`config.mk`:
```
export PLATFORM = sky130hd
export DESIGN_NAME = uart_rx_core
export DESIGN_NICKNAME = d
export VERILOG_FILES = /design/src/rtl/uart_pkg.sv /design/src/rtl/uart_baud_tick.sv /design/src/rtl/uart_rx_core.sv
export SDC_FILE = /design/constraint.sdc
export NUM_CORES = 1
export LEC_CHECK = 0
export CORE_UTILIZATION = 45
export CTS_CLUSTER_SIZE = 8
export DETAILED_ROUTE_END_ITERATION = 12
export SYNTH_ARGS = -nofsm -noshare
export SYNTH_HDL_FRONTEND = slang
export SYNTH_HIERARCHICAL = 1
export SYNTH_SLANG_ARGS = --single-unit
```
`constraint.sdc`:
```
create_clock -name clk -period 6.85 [get_ports clk]
set_clock_uncertainty 0.05 [all_clocks]
set_input_delay 1.37 -clock clk [delete_from_list [all_inputs] [get_ports clk]]
set_output_delay 1.37 -clock clk [all_outputs]
set_load 0.01 [all_outputs]
```
`src/rtl/uart_pkg.sv`:
```
// Shared types and helpers for the UART receiver.
package uart_pkg;

  typedef enum logic [2:0] {
    ST_IDLE,
    ST_START,
    ST_DATA,
    ST_PARITY,
    ST_STOP,
    ST_WAIT_HIGH
  } uart_state_e;

  localparam int PAR_NONE = 0;
  localparam int PAR_EVEN = 1;
  localparam int PAR_ODD  = 2;

  // Clock cycles per oversample tick, truncated.
  function automatic int calc_div(input int clk_mhz, input int baudrate, input int oversample);
    return (clk_mhz * 1_000_000) / (baudrate * oversample);
  endfunction

endpackage

```
`src/rtl/uart_baud_tick.sv`:
```
// Oversample tick generator: one-cycle pulse every DIV clocks, re-phased on resync.
module uart_baud_tick #(
  parameter int DIV = 325
) (
  input  logic clk,
  input  logic rst,
  input  logic resync,
  output logic tick
);

  localparam int CW = (DIV > 2) ? $clog2(DIV) : 1;
  localparam logic [CW-1:0] CNT_LOAD = CW'(DIV - 1);

  logic [CW-1:0] cnt_q, cnt_d;

  // Down-counter reloads at terminal count or when re-phased by a start edge.
  always_comb begin
    cnt_d = cnt_q - 1'b1;
    if (resync || (cnt_q == '0)) cnt_d = CNT_LOAD;
  end

  // Counter register.
  always_ff @(posedge clk or negedge rst) begin
    if (!rst) cnt_q <= '0;
    else      cnt_q <= cnt_d;
  end

  assign tick = (cnt_q == '0) && !resync;

endmodule

```
`src/rtl/uart_rx_core.sv`:
```
// UART receiver: synchronised, oversampled, majority-voted bits with ready/valid output.
//
// state        | meaning
// ST_IDLE      | line idle, waiting for a 1->0 edge
// ST_START     | qualifying the start bit (majority 1 = glitch)
// ST_DATA      | shifting payload bits, LSB first
// ST_PARITY    | checking the parity bit
// ST_STOP      | checking stop bit(s); frame completes at last sample
// ST_WAIT_HIGH | after a framing error, waiting for the line to return high
module uart_rx_core
  import uart_pkg::*;
#(
  parameter int CLK_MHZ    = 50,
  parameter int BAUDRATE   = 9600,
  parameter int OVERSAMPLE = 16,
  parameter int DATA_BITS  = 8,
  parameter int PARITY     = 0,
  parameter int STOP_BITS  = 1
) (
  input  logic                 clk,
  input  logic                 rst,
  input  logic                 rx,
  output logic [DATA_BITS-1:0] data,
  output logic                 valid,
  input  logic                 ready,
  output logic                 parity_err,
  output logic                 frame_err,
  output logic                 overrun,
  output logic                 busy
);

  localparam int DIV = calc_div(CLK_MHZ, BAUDRATE, OVERSAMPLE);
  localparam int TW  = $clog2(OVERSAMPLE);
  localparam logic [TW-1:0] T_S0  = TW'(OVERSAMPLE / 2 - 1);
  localparam logic [TW-1:0] T_S1  = TW'(OVERSAMPLE / 2);
  localparam logic [TW-1:0] T_S2  = TW'(OVERSAMPLE / 2 + 1);
  localparam logic [TW-1:0] T_END = TW'(OVERSAMPLE - 1);
  localparam logic [3:0]    DB_LAST   = 4'(DATA_BITS - 1);
  localparam logic [3:0]    STOP_LAST = 4'(STOP_BITS - 1);

  if (DATA_BITS < 5 || DATA_BITS > 9) begin : g_bad_data_bits
    $error("uart_rx_core: DATA_BITS must be 5..9");
  end
  if (PARITY != PAR_NONE && PARITY != PAR_EVEN && PARITY != PAR_ODD) begin : g_bad_parity
    $error("uart_rx_core: PARITY must be 0, 1 or 2");
  end
  if (STOP_BITS < 1 || STOP_BITS > 2) begin : g_bad_stop_bits
    $error("uart_rx_core: STOP_BITS must be 1 or 2");
  end
  if (OVERSAMPLE < 8 || OVERSAMPLE > 16 || (OVERSAMPLE % 2) != 0) begin : g_bad_oversample
    $error("uart_rx_core: OVERSAMPLE must be even, 8..16");
  end
  if (DIV < 2) begin : g_bad_div
    $error("uart_rx_core: clock too slow for BAUDRATE*OVERSAMPLE");
  end

  uart_state_e          state_q, state_d;
  logic [1:0]           sync_q;
  logic                 rx_s, rx_prev_q, fall;
  logic                 tick, resync, done, majority, sample3, bit_end, done_ferr;
  logic [TW-1:0]        tcnt_q, tcnt_d;
  logic [3:0]           bcnt_q, bcnt_d;
  logic [1:0]           samp_q, samp_d;
  logic [DATA_BITS-1:0] shift_q, shift_d;
  logic                 perr_q, perr_d, ferr_q, ferr_d;
  logic [DATA_BITS-1:0] data_q, data_d;
  logic                 valid_q, valid_d, perr_out_q, perr_out_d;
  logic                 ferr_out_q, ferr_out_d, ovr_q, ovr_d, accept;

  assign rx_s = sync_q[1];
  assign fall = rx_prev_q & ~rx_s;

  uart_baud_tick #(.DIV(DIV)) u_tick (
    .clk    (clk),
    .rst    (rst),
    .resync (resync),
    .tick   (tick)
  );

  // Two-flop synchroniser plus edge-detect history; idle-high after reset.
  always_ff @(posedge clk or negedge rst) begin
    if (!rst) begin
      sync_q    <= 2'b11;
      rx_prev_q <= 1'b1;
    end else begin
      sync_q    <= {sync_q[0], rx};
      rx_prev_q <= rx_s;
    end
  end

  // Receive FSM: tick counting, 3-sample majority, bit sequencing.
  always_comb begin
    state_d   = state_q;
    tcnt_d    = tcnt_q;
    bcnt_d    = bcnt_q;
    samp_d    = samp_q;
    shift_d   = shift_q;
    perr_d    = perr_q;
    ferr_d    = ferr_q;
    resync    = 1'b0;
    done      = 1'b0;
    majority  = (samp_q[0] & samp_q[1]) | (samp_q[0] & rx_s) | (samp_q[1] & rx_s);
    sample3   = tick && (tcnt_q == T_S2);
    bit_end   = tick && (tcnt_q == T_END);
    done_ferr = ferr_q | ~majority;

    if (state_q != ST_IDLE && state_q != ST_WAIT_HIGH && tick) begin
      tcnt_d = bit_end ? '0 : tcnt_q + 1'b1;
      if (tcnt_q == T_S0) samp_d[0] = rx_s;
      if (tcnt_q == T_S1) samp_d[1] = rx_s;
    end

    case (state_q)
      ST_IDLE: begin
        if (fall) begin
          state_d = ST_START;
          tcnt_d  = '0;
          resync  = 1'b1;
          perr_d  = 1'b0;
          ferr_d  = 1'b0;
        end
      end
      ST_START: begin
        if (sample3 && majority) begin
          state_d = ST_IDLE;
        end else if (bit_end) begin
          state_d = ST_DATA;
          bcnt_d  = '0;
        end
      end
      ST_DATA: begin
        if (sample3) shift_d = {majority, shift_q[DATA_BITS-1:1]};
        if (bit_end) begin
          if (bcnt_q == DB_LAST) begin
            bcnt_d  = '0;
            state_d = (PARITY == PAR_NONE) ? ST_STOP : ST_PARITY;
          end else begin
            bcnt_d = bcnt_q + 1'b1;
          end
        end
      end
      ST_PARITY: begin
        if (sample3) begin
          if (PARITY == PAR_EVEN) perr_d = ^shift_q ^ majority;
          else                    perr_d = ~(^shift_q ^ majority);
        end
        if (bit_end) state_d = ST_STOP;
      end
      ST_STOP: begin
        if (sample3) begin
          if (!majority) ferr_d = 1'b1;
          if (bcnt_q == STOP_LAST) begin
            done    = 1'b1;
            state_d = done_ferr ? ST_WAIT_HIGH : ST_IDLE;
          end
        end
        if (bit_end) bcnt_d = bcnt_q + 1'b1;
      end
      ST_WAIT_HIGH: begin
        if (rx_s) state_d = ST_IDLE;
      end
      default: state_d = ST_IDLE;
    endcase
  end

  // Output holding register: load on completion unless an unaccepted frame is held.
  always_comb begin
    accept     = valid_q & ready;
    data_d     = data_q;
    perr_out_d = perr_out_q;
    ferr_out_d = ferr_out_q;
    valid_d    = valid_q;
    ovr_d      = ovr_q;
    if (accept) begin
      valid_d = 1'b0;
      ovr_d   = 1'b0;
    end
    if (done) begin
      if (!valid_q || accept) begin
        data_d     = shift_q;
        perr_out_d = perr_q;
        ferr_out_d = done_ferr;
        valid_d    = 1'b1;
      end else begin
        ovr_d = 1'b1;
      end
    end
  end

  // State and datapath registers.
  always_ff @(posedge clk or negedge rst) begin
    if (!rst) begin
      state_q    <= ST_IDLE;
      tcnt_q     <= '0;
      bcnt_q     <= '0;
      samp_q     <= '0;
      shift_q    <= '0;
      perr_q     <= 1'b0;
      ferr_q     <= 1'b0;
      data_q     <= '0;
      valid_q    <= 1'b0;
      perr_out_q <= 1'b0;
      ferr_out_q <= 1'b0;
      ovr_q      <= 1'b0;
    end else begin
      state_q    <= state_d;
      tcnt_q     <= tcnt_d;
      bcnt_q     <= bcnt_d;
      samp_q     <= samp_d;
      shift_q    <= shift_d;
      perr_q     <= perr_d;
      ferr_q     <= ferr_d;
      data_q     <= data_d;
      valid_q    <= valid_d;
      perr_out_q <= perr_out_d;
      ferr_out_q <= ferr_out_d;
      ovr_q      <= ovr_d;
    end
  end

  assign data       = data_q;
  assign valid      = valid_q;
  assign parity_err = perr_out_q;
  assign frame_err  = ferr_out_q;
  assign overrun    = ovr_q;
  assign busy       = (state_q != ST_IDLE);

endmodule

```
# Yosys cells after proc, flatten, opt, wreduce, memory -nomap -nowiden
# Cells that the tools add are included.
[classes]
n_addsub = 3
eq_ne = 24
muxes = 39
bitwise_logic = 12
reduce_logical = 26
[ops]
columns = ["op", "n"]
rows = [
  ["$mux W4", 9],
  ["$mux W3", 10],
  ["$ne A2 B2 Y1 const B", 12],
  ["$pmux W3 S6", 1],
  ["$mux W1", 15],
  ["$eq A4 B4 Y1 const B", 3],
  ["$pmux W4 S3", 1],
  ["$logic_not A9 Y1", 1],
  ["$mux W9", 1],
  ["$sub A9 B1 Y9 const B", 1],
  ["$add A4 B1 Y4 const B", 2],
  ["$eq A4 B3 Y1 const B", 2],
  ["$reduce_and A2 Y1", 4],
  ["$reduce_and A8 Y1", 1],
  ["$reduce_xor A8 Y1", 1],
  ["$eq A3 B2 Y1 const B", 2],
  ["$eq A3 B3 Y1 const B", 2],
  ["$logic_and A1 B1 Y1", 6],
  ["$ne A3 B3 Y1 const B", 2],
  ["$reduce_bool A3 Y1", 2],
  ["$and A1 B1 Y1", 5],
  ["$reduce_and A5 Y1", 1],
  ["$logic_not A4 Y1", 1],
  ["$pmux W1 S2", 2],
  ["10 further kinds", 17],
]
[totals]
ff_bits = 47
inputBits = 4

# Logic depth before layout (Yosys ltp)
[logic_depth]
depth_word = 11
ltp_mapped = 11

# Hierarchy
# Netlist, hierarchy kept.
[by_module_without_submodules]
columns = ["module", "instances", "cells_each", "area_each_um2"]
rows = [
  ["uart_rx_core", 1, 166, 1984.4],
  ["uart_baud_tick", 1, 44, 444.2],
]

# Worst setup path before layout
# No wires, ideal clock.
[synth_path]
path_kind = "reg-to-reg"
start = "register u_tick.cnt_q[0]"
end = "register state_q[2]"
setup_time_ps = 125
arrival_time_ps = 2675
required_time_ps = 6675
slack_ps = 4000
stages_incl_launch_ff = 11
period_less_slack_ps = 2850
path_cell_list = "dfrtp_1 -> inv_1 -> ha_1 -> or4b_1 -> clkbuf_2 -> nor3_1 -> and4_1 -> buf_2 -> nand2_1 -> a221oi_2 -> mux2_2"
[synth_via]
elab_chain_cells = 6
word_cells_on_any_way = 12
[synth_rtl]
columns = ["item", "line", "rtl"]
rows = [
  ["from (decl)", "uart_baud_tick.sv:14", "logic [CW-1:0] cnt_q, cnt_d;"],
  ["from (signal assigned)", "uart_baud_tick.sv:25", "else cnt_q <= cnt_d;"],
  ["$logic_not A9 Y1 (*)", "uart_baud_tick.sv:28", "assign tick = (cnt_q == '0) && !resync;"],
  ["$logic_and A1 B1 Y1 (*)", "uart_baud_tick.sv:28", ""],
  ["net tick", "uart_rx_core.sv:60", "logic tick, resync, done, majority, sample3, bit_end, done_ferr;"],
  ["$logic_and A1 B1 Y1", "uart_rx_core.sv:103", "sample3 = tick && (tcnt_q == T_S2);"],
  ["$logic_and A1 B1 Y1", "uart_rx_core.sv:124", "if (sample3 && majority) begin"],
  ["$ne A3 B3 Y1 (no source line) or $mux W3 (tied branches)", "-", ""],
  ["$reduce_and A8 Y1 (no source line) or $pmux W3 S6 (tied branches)", "-", ""],
  ["to (signal assigned)", "uart_rx_core.sv:206", "state_q <= state_d;"],
  ["to (decl)", "uart_rx_core.sv:57", "uart_state_e state_q, state_d;"],
]
# The timed path passes the listed nets; every way through them passes the cells marked *.
# A chain may end at the register's enable or synchronous reset.

# Final worst setup path
[layout_path]
start = "register state_q[1]"
end = "output busy"
[layout_via]
elab_chain_cells = 1
[layout_rtl]
columns = ["item", "line", "rtl"]
rows = [
  ["$reduce_bool A3 Y1", "uart_rx_core.sv:226", "assign busy = (state_q != ST_IDLE);"],
  ["to (decl)", "uart_rx_core.sv:29", "output logic busy"],
]
# Every way passes these cells.

==> out/results.txt <==
area leader, netlist = dfrtp_1
Synth Cell Area = 2430 um^2
first-pass detailed-route iteration total = 4
share of flip-flops with an asynchronous set or reset = 1.00
Initial Util = 0.472
crit path launch type = flip-flop
TritonCTS Buffers = 5
Mapped Cells = 210
vias in the first global route = 1519
routability cong. = 0.801
GR Util met2 = 0.265
slowest CP cell = dfrtp_1
max-cap violations = 0
most used flip-flop cell after synthesis = dfrtp_1
total global routing overflow = 0
CTS max path bufs = 2
Die Area = 5690 um^2
Synth cell types = 54
Setup crit end kind = output port
Post-synth EDFFs = 0
Fillers = 474
root buffer cell = clkbuf_8
Area after DPL = 2620 um^2
Synth Register Bits = 47
Critical Path RT = 5.43 ns
final hold vios = 0
placed cell count = 288
Max Slew Vio Count = 0
drt via density = 5.58
RSZ-0062 raised after global routing = false
Sink Count = 47
postcts setup bufs = 0
Ports = 17
VDD IR max = 196 uV
worst skew pair latency = 0.30 ns
CTS tree = built
worst min-delay path category = flip-flop to flip-flop
largest net degree at the start of global routing = 48
CTS clk-pin slew, worst paths = 0.09 ns
initial antenna violation count = 0
r2r startpoint = u_tick/cnt_q[0]
via count = 1652
non-filler instance count after layout = 296
top cell type's share of synthesized area = 0.453
top cells by area, synth = dfrtp_1 (45%), mux2_2 (5.6%), mux2_4 (4.9%)
Mean Syn Cell Area = 11.6 um^2
GRT met1 Usage = 0.215
sequential area share after synthesis = 0.486
Rows = 26
GR Util met3 = 0.0397
PwrDens = 231 nW/um^2
share of layout cells above drive strength 1 = 0.173
CP cell instances = or3_1 > clkdlybuf4s50_1
fin crit share = 0.475
drc violations = 0
first-pass GRT wire length = 6910 um
Rel. slew slack = 0.328
crit path time final = 3.25 ns
Crit path largest cell delay = 0.58 ns
Yosys warning count = 6
syn nets = 220
fin util = 0.529
fin nets = 235
Worst Tran Pin Value = 1.01 ns
DP HPWL = 2980 um
Core Footprint = 5140 um^2
r2r setup slk = 3.66 ns
GRT Util Overall = 0.164
Hold Path Origin = sync_q[0]
drt wl/cell = 14.2 um
DRT iter0 DRCs = 55
Die H = 75.5 um
area grow syn2layout = 11.9%
H-Tree Depth = 2
Post-CTS Resized = 0
WP data arrival = 1.83 ns
CP Launch Point = state_q[1]
Buffers on Ports = 16
setup TNS = 0 ns
Critical Path Fanout Max = 15
Die X = 75.5 um
static leakage = 1.20 nW
Design Area, Final = 2720 um^2
cts hold-fix bufs = 0
Fmax = 308 MHz
# setup viols final = 0
status = completed
Top Usage Layer GRT = met2
Ant. Diodes = 0
DRT Wirelength = 4200 um
Routed Antenna Nets = 0
kind of critical path = flip-flop to output port
==> cell families after synthesis <==
logic type,after synthesis,share of synthesized area
and+or+nand+nor,63,0.162
DFF,47,0.486
AOI/OAI and AO/OA,40,0.113
muxes,22,0.114
buffers and inverters,18,0.0371
xor gates and xnor gates,13,0.0526
adders and majority gates,7,0.0350
==> state kept, by name, indices dropped and copies added (netlist names), 2 cells and up <==
name / cells
u_tick/cnt_q: 9
data: 8
bcnt_q: 4
shift_q: 8
samp_q: 2
state_q: 3
sync_q: 2
tcnt_q: 4
==> stage by stage <==
stage / hold WS, ns / power, mW / setup slack [ns]
detailed placement: 0.297 / 0.458 / 3.65
global route: 0.315 / 0.667 / 3.46
finish: 0.308 / 0.627 / 3.60
floorplan: 0.295 / 0.424 / 4.00
CTS: 0.309 / 0.636 / 3.60
global placement: 0.296 / 0.450 / 3.82
==> cells in the final DEF, fill, tap and decap left out, types with 3 or more instances in the layout <==
master,instances
dfrtp_1,44
clkdlybuf4s50_1,15
nand2_1,12
mux2_2,12
inv_1,10
nor2_1,9
xnor2_1,9
a21oi_1,8
mux2_4,8
o21ai_0,7
nand2b_1,6
nor3_1,6
ha_1,6
clkbuf_8,6
or3_1,5
or4_1,4
xor2_1,3
nand3_1,3
a21o_1,3
o21ai_1,3
o31ai_1,3
dfstp_2,3
==> path summary, 6_finish.rpt <==
path / depth (start not counted) / to
setup / recovery: 2 / busy
hold / removal: 0 / sync_q[1]
setup reg to reg: 8 / state_q[2]
hold reg to reg: 0 / sync_q[1]
max in group asynchronous: 1 / samp_q[1]
min in group asynchronous: 1 / data[4]
==> final cells by class <==
class | count | area (um^2) | share of cell area
multi-input combinational | 145 | 1160 | 0.426
inverter | 10 | 37.5 | 0.0138
tap | 70 | 87.6 | 0.0322
sequential | 47 | 1180 | 0.434
clock buffer | 6 | 82.6 | 0.0304
clock inverter | 2 | 16.3 | 0.00599
timing repair buffer | 16 | 155 | 0.0571
==> where the power goes <==
group	total, mW	switching [mW]	internal [mW]
clock network	0.175	0.0927	0.0824
logic	0.104	0.0526	0.0509
registers	0.348	0.0380	0.310
==> critical path, delay by kind of cell (launching register included) <==
family	cells	cell delay, ns
flip-flops	1	0.58
AND/OR/NAND/NOR	1	0.45
buffers and inverters	1	0.50
==> metal layers <==
layer  up-vias  share of wire
met2        34           0.49
met3         6          0.035
met4         0          0.011
li1        783              -
met5         -              0
met1       829           0.47
==> cells in the mapped netlist (2+ instances only) <==
library cell  instances
dfrtp_1              44
nor3_1                6
a31oi_1               2
or3b_1                2
a21oi_1               8
o21ai_0               7
mux2_4                8
a311o_1               2
o21ai_1               3
nor2_1                9
dfstp_2               3
buf_6                 2
xor2_1                3
a21o_1                3
or4_1                 4
nand2_1              12
o211ai_1              2
mux2_2               12
xnor2_1               9
o31ai_1               3
nand2b_1              6
nor3b_2               2
nand3_1               3
or3_1                 5
nor2b_1               2
ha_1                  6
o21bai_1              2
inv_1                10
buf_2                 5
Note: power is estimated with default switching activity, not from simulation.
